## src/rtl/pio_delay_sideset_if.sv

```systemverilog
// Decoder-to-issue-stage bundle: decoded instruction fields plus the stage's
// ready/done handshake and side-set pin drive outputs.
interface pio_delay_sideset_if #(
  parameter int NUM_PINS = 32
);
  logic                issue_valid;
  logic [4:0]          delay;
  logic [4:0]          side_set;
  logic                sideset_enabled;
  logic [2:0]          sideset_count;
  logic [4:0]          sideset_base;
  logic                side_pindir;
  logic                exec_stall;
  logic                ready;
  logic                done;
  logic [NUM_PINS-1:0] side_out;
  logic [NUM_PINS-1:0] side_pins_mask;
  logic [NUM_PINS-1:0] side_dirs_mask;

  modport master (
    output issue_valid, delay, side_set, sideset_enabled, sideset_count,
           sideset_base, side_pindir, exec_stall,
    input  ready, done, side_out, side_pins_mask, side_dirs_mask
  );

  modport slave (
    input  issue_valid, delay, side_set, sideset_enabled, sideset_count,
           sideset_base, side_pindir, exec_stall,
    output ready, done, side_out, side_pins_mask, side_dirs_mask
  );
endinterface

```

## src/rtl/pio_delay_sideset.sv

```systemverilog
// PIO issue/timing stage: side-set lands 1 cycle after accept, done 1 cycle after completion.
// Backpressure: ready drops for the whole execute-stall plus delay window, and while en=0 or restart.
module pio_delay_sideset #(
  parameter int NUM_PINS = 32
) (
  input  logic                    clk,
  input  logic                    reset,
  input  logic                    en,
  input  logic                    restart,
  pio_delay_sideset_if.slave      bus
);

  typedef enum logic [1:0] {IDLE, EXEC, DELAY} state_t;

  state_t              state;
  logic [4:0]          cnt;
  logic                done_q;
  logic [NUM_PINS-1:0] side_out_q;
  logic [NUM_PINS-1:0] pins_mask_q;
  logic [NUM_PINS-1:0] dirs_mask_q;

  logic                ready_c;
  logic                accept;
  logic [2:0]          ss_n;
  logic [NUM_PINS-1:0] side_out_nxt;
  logic [NUM_PINS-1:0] pins_mask_nxt;
  logic [NUM_PINS-1:0] dirs_mask_nxt;
  int                  idx;

  assign ready_c = ~reset & en & ~restart & (state == IDLE);
  assign accept  = bus.issue_valid & ready_c;
  assign ss_n    = (bus.sideset_count > 3'd5) ? 3'd5 : bus.sideset_count;

  // Side-set bits are scattered to pin positions modulo the GPIO width.
  always_comb begin
    side_out_nxt  = side_out_q;
    pins_mask_nxt = '0;
    dirs_mask_nxt = '0;
    idx           = 0;
    if (accept && bus.sideset_enabled) begin
      for (int i = 0; i < 5; i++) begin
        if (i < int'(ss_n)) begin
          idx               = (int'(bus.sideset_base) + i) % NUM_PINS;
          side_out_nxt[idx] = bus.side_set[i];
          if (bus.side_pindir) dirs_mask_nxt[idx] = 1'b1;
          else                 pins_mask_nxt[idx] = 1'b1;
        end
      end
    end
  end

  // In EXEC, cnt parks the latched delay until the stall clears.
  always_ff @(posedge clk) begin
    if (reset) begin
      state       <= IDLE;
      cnt         <= '0;
      done_q      <= 1'b0;
      side_out_q  <= '0;
      pins_mask_q <= '0;
      dirs_mask_q <= '0;
    end else begin
      side_out_q  <= side_out_nxt;
      pins_mask_q <= pins_mask_nxt;
      dirs_mask_q <= dirs_mask_nxt;
      done_q      <= 1'b0;
      if (restart) begin
        state <= IDLE;
        cnt   <= '0;
      end else if (en) begin
        case (state)
          IDLE: begin
            if (accept) begin
              if (bus.exec_stall) begin
                state <= EXEC;
                cnt   <= bus.delay;
              end else if (bus.delay == 5'd0) begin
                done_q <= 1'b1;
              end else begin
                state <= DELAY;
                cnt   <= bus.delay;
              end
            end
          end
          EXEC: begin
            if (!bus.exec_stall) begin
              if (cnt == 5'd0) begin
                state  <= IDLE;
                done_q <= 1'b1;
              end else begin
                state <= DELAY;
              end
            end
          end
          DELAY: begin
            if (cnt <= 5'd1) begin
              state  <= IDLE;
              cnt    <= '0;
              done_q <= 1'b1;
            end else begin
              cnt <= cnt - 5'd1;
            end
          end
          default: begin
            state <= IDLE;
            cnt   <= '0;
          end
        endcase
      end
    end
  end

  assign bus.ready          = ready_c;
  assign bus.done           = done_q;
  assign bus.side_out       = side_out_q;
  assign bus.side_pins_mask = pins_mask_q;
  assign bus.side_dirs_mask = dirs_mask_q;

endmodule
```

## src/flat_wrapper.sv

```systemverilog
// flat-port wrapper written by rule: the top's interface ports become plain ports
module pio_delay_sideset_flat 
#(
  parameter int NUM_PINS = 32
)
  (clk, reset, en, restart, bus_issue_valid, bus_delay, bus_side_set, bus_sideset_enabled, bus_sideset_count, bus_sideset_base, bus_side_pindir, bus_exec_stall, bus_ready, bus_done, bus_side_out, bus_side_pins_mask, bus_side_dirs_mask);
  pio_delay_sideset_if #(.NUM_PINS(NUM_PINS)) bus_i ();
  input  logic clk;
  input  logic reset;
  input  logic en;
  input  logic restart;
  input wire logic [$bits(bus_i.issue_valid)-1:0] bus_issue_valid;
  input wire logic [$bits(bus_i.delay)-1:0] bus_delay;
  input wire logic [$bits(bus_i.side_set)-1:0] bus_side_set;
  input wire logic [$bits(bus_i.sideset_enabled)-1:0] bus_sideset_enabled;
  input wire logic [$bits(bus_i.sideset_count)-1:0] bus_sideset_count;
  input wire logic [$bits(bus_i.sideset_base)-1:0] bus_sideset_base;
  input wire logic [$bits(bus_i.side_pindir)-1:0] bus_side_pindir;
  input wire logic [$bits(bus_i.exec_stall)-1:0] bus_exec_stall;
  output wire logic [$bits(bus_i.ready)-1:0] bus_ready;
  output wire logic [$bits(bus_i.done)-1:0] bus_done;
  output wire logic [$bits(bus_i.side_out)-1:0] bus_side_out;
  output wire logic [$bits(bus_i.side_pins_mask)-1:0] bus_side_pins_mask;
  output wire logic [$bits(bus_i.side_dirs_mask)-1:0] bus_side_dirs_mask;
  assign bus_i.issue_valid = bus_issue_valid;
  assign bus_i.delay = bus_delay;
  assign bus_i.side_set = bus_side_set;
  assign bus_i.sideset_enabled = bus_sideset_enabled;
  assign bus_i.sideset_count = bus_sideset_count;
  assign bus_i.sideset_base = bus_sideset_base;
  assign bus_i.side_pindir = bus_side_pindir;
  assign bus_i.exec_stall = bus_exec_stall;
  assign bus_ready = bus_i.ready;
  assign bus_done = bus_i.done;
  assign bus_side_out = bus_i.side_out;
  assign bus_side_pins_mask = bus_i.side_pins_mask;
  assign bus_side_dirs_mask = bus_i.side_dirs_mask;
  pio_delay_sideset #(.NUM_PINS(NUM_PINS)) u_core (.clk(clk), .reset(reset), .en(en), .restart(restart), .bus(bus_i));
endmodule
```

## config.mk

```make
export PLATFORM = sky130hd
export DESIGN_NAME = pio_delay_sideset_flat
export DESIGN_NICKNAME = d
export VERILOG_FILES = /design/src/rtl/pio_delay_sideset_if.sv /design/src/rtl/pio_delay_sideset.sv /design/src/flat_wrapper.sv
export SDC_FILE = /design/constraint.sdc
export NUM_CORES = 1
export LEC_CHECK = 0
export ABC_AREA = 1
export CAP_MARGIN = 40
export CORE_ASPECT_RATIO = 0.6
export CORE_MARGIN = 5
export CORE_UTILIZATION = 47
export DETAILED_ROUTE_END_ITERATION = 8
export PLACE_DENSITY = 0.8
export SYNTH_ARGS = -nofsm -noshare
export SYNTH_HDL_FRONTEND = slang
export SYNTH_SLANG_ARGS = --single-unit
```

## constraint.sdc

```tcl
create_clock -name clk -period 2.2 [get_ports clk]
set_clock_uncertainty 0.2 [all_clocks]
set_input_delay 0.22 -clock clk [delete_from_list [all_inputs] [get_ports clk]]
set_output_delay 0.22 -clock clk [all_outputs]
set_load 0.1 [all_outputs]
```

==> out/results.txt <==
status: finished, final reports clean
Slew Viols, Final: 0
Leakage: 5.41 nW
critical path type: primary input to register
min-delay worst type: register to register
Num CTS Buffers: 9
DRT antenna net count: 0
Power Density: 450 nW/µm²
DR iter-0 viols: 1494
most common cell after layout, fill and taps aside: nand2_1
area of the multi-input gates: 5010 µm²
met3 WL: 4.86 mm
sw power: 1.73 mW
most frequent cells in the layout: 378 x nand2_1, 295 x buf_4, 145 x nand3_1, 138 x nor2_1, 131 x inv_1
wire per inst: 18.9 µm
routability congestion estimate: 1.04
Yosys cell types: 38
hold depth: 2
hold worst-path end: u_core.cnt[4]
post-synthesis cell count: 1342
Post-CTS Hold Buffers: 0
wirelength, routed: 35.0 mm
Setup violations, final: 0
reg2reg setup slack: 0.19 ns
GRT Overall Usage: 0.342
# fillers: 1543
num rows: 36
Clock Latency Late Sink: 0.36 ns
CTS tree: built
hold path startpoint: u_core.cnt[4]
Die Height: 111 µm
Fmax: 0.474 GHz
post-synthesis sequential area ratio: 0.262
met2 wire len: 13.9 mm
Critical Path AT: 2.21 ns
share of layout cells above drive strength 1: 0.250
RR Startpoint: u_core.state[1]
Hold Violations, Final: 0
Area Growth Syn to Fin: 39.3%
CTS Root Buffer Type: clkbuf_16
vias in the first global route: 9721
dpl hpwl: 26.4 mm
Syn Std Cell Area: 7950 µm²
Vias/cell: 5.76
via count: 10.7k
Nets: 1651
grt total ovfl: 0
htree depth: 3
Power Internal: 3.25 mW
Relative slew margins: 0.618
Syn Nets: 1373
crit path time final: 2.11 ns
R2R cell count: 9
largest net degree at the start of global routing: 33
r2r endpoint: u_core.bus.side_out[24]
Avg Inst Size Synth: 5.93 µm²
power share of the sequential group: 0.384
Ys Warns: 0
Sw Ratio: 0.347
Max Root-Sink Buffers: 2
CP required: 2.30 ns
Worst-path clk slew: 0.07 ns
end-of-flow core utilization: 0.676
CP startpoint kind: primary input
IO buf count: 123
crit share post-route: 0.960
initial antenna violation count: 0
clock tree sinks: 104
num ports: 124
max-cap violation count: 0
register area: 2080 µm²
Die Area: 19700 µm²
Max VDD drop: 0.306 mV
register bit total from synthesis: 104
Setup TNS: 0 ns
Worst setup EP type: register
Worst Path Max Fanout: 16
Post-Route M1 WL: 14.9 mm
n_diodes: 0
effective utilization at floorplan: 0.485
clock share of power: 0.328
Die Width: 178 µm
drt pass-1 iters: 6
Worst-Margin Slew: 0.573 ns
first-pass GRT wire length: 53.3 mm
core area: 16400 µm²
DR DRC count: 0
overall power: 4.98 mW
Comb power frac: 0.289
max layer used: met4
==> how the worst max path moves through the flow <==
stage	end	from	slack, ns	depth (start not counted)
floorplan	u_core.bus.side_out[0]	reset	0.03	11
global placement	u_core.bus.side_out[2]	bus_sideset_base[2]	-0.38	12
detailed placement	u_core.bus.side_dirs_mask[26]	bus_sideset_base[1]	-0.44	11
CTS	u_core.bus.side_out[2]	bus_sideset_base[2]	0.007	13
global route	u_core.bus.side_out[3]	bus_sideset_base[0]	-0.006	13
finish	u_core.bus.side_out[2]	bus_sideset_base[0]	0.09	13
==> state kept, by name (all words and copies together), names as in the netlist <==
name and cells:
u_core.bus.side_out 32, u_core.bus.side_dirs_mask 32, u_core.cnt 5, u_core.bus.done 1
u_core.state 2, u_core.bus.side_pins_mask 32
==> Yosys cell counts (all sizes together) <==
library cell / instances / share of area
inv: 146 / 0.070
a211oi: 1 / 0.00094
o21ai: 46 / 0.033
nand4: 91 / 0.072
ha: 5 / 0.0079
a31oi: 32 / 0.025
a21oi: 110 / 0.071
o211ai: 1 / 0.00094
nor3: 10 / 0.0076
clkbuf: 37 / 0.017
nand3: 157 / 0.10
o22ai: 1 / 0.00079
nor2: 162 / 0.090
a22oi: 1 / 0.00094
dfxtp: 104 / 0.26
nand2: 390 / 0.19
or2: 6 / 0.0047
xnor2: 2 / 0.0022
buf: 36 / 0.031
xor2: 4 / 0.0096
==> worst max-delay path, cell delays in order <==
cell and delay [ns]:
clkdlybuf4s50_1 0.53, buf_4 0.20, nand2_4 0.07, nand2_4 0.08, buf_4 0.14, xor2_4 0.17, buf_12 0.16, nand4_1 0.24
nand2_1 0.13, inv_1 0.05, nand2_1 0.06, nand2_1 0.05, a21oi_1 0.11
==> repair_timing <==
action	in CTS	in global routing
gates resized for setup	11	8
buffers inserted	2	6
endpoints found under the setup margin	38	92
pin swaps	2	2
==> routing by layer <==
metal  track usage  up-vias
met4         0.131        0
met3        0.0736      104
met5             0        -
li1              -     4996
met2         0.481      793
met1         0.504     4782
==> kinds of logic (layout without fill, tap and decap cells) <==
logic type,Yosys count,count (layout),share of synthesized area
AND/OR/NAND/NOR,816,816,0.468
buffers and inverters,219,502,0.118
AO/OA/AOI/OAI,192,192,0.133
flip-flops,104,104,0.262
XOR/XNOR,6,6,0.0118
adder cells (fa/ha/maj),5,5,0.00787
==> layout make-up <==
class	instances	share of cell area
Tap cell	228	0.0258
Sequential cell	104	0.188
Clock buffer	13	0.0235
Multi-Input combinational cell	1019	0.452
Clock inverter	3	0.00226
Timing Repair Buffer	340	0.258
Inverter	146	0.0502
==> through the flow <==
step	hold WS, ns	setup slack [ns]	cells	instance area [µm²]
finish	0.287	0.0884	1853	11100
global placement	0.253	-0.385	1829	10600
floorplan	0.180	0.0254	1342	7960
global route	0.312	-0.00646	1853	11100
CTS	0.278	0.00695	1847	11000
detailed placement	0.263	-0.443	1829	10600
==> power by group through the flow <==
| stage | Clock (mW) | Combinational (mW) | Sequential, mW |
|---|---|---|---|
| 3_3_place_gp | 0 | 1.34 | 1.95 |
| 5_1_grt | 1.71 | 1.51 | 1.91 |
| 6_report | 1.63 | 1.44 | 1.91 |
| 3_5_place_dp | 0 | 1.35 | 1.96 |
| 2_1_floorplan | 0 | 0.636 | 2.06 |
| 4_1_cts | 1.63 | 1.37 | 1.91 |
Note: power is estimated with default switching activity, not from simulation.
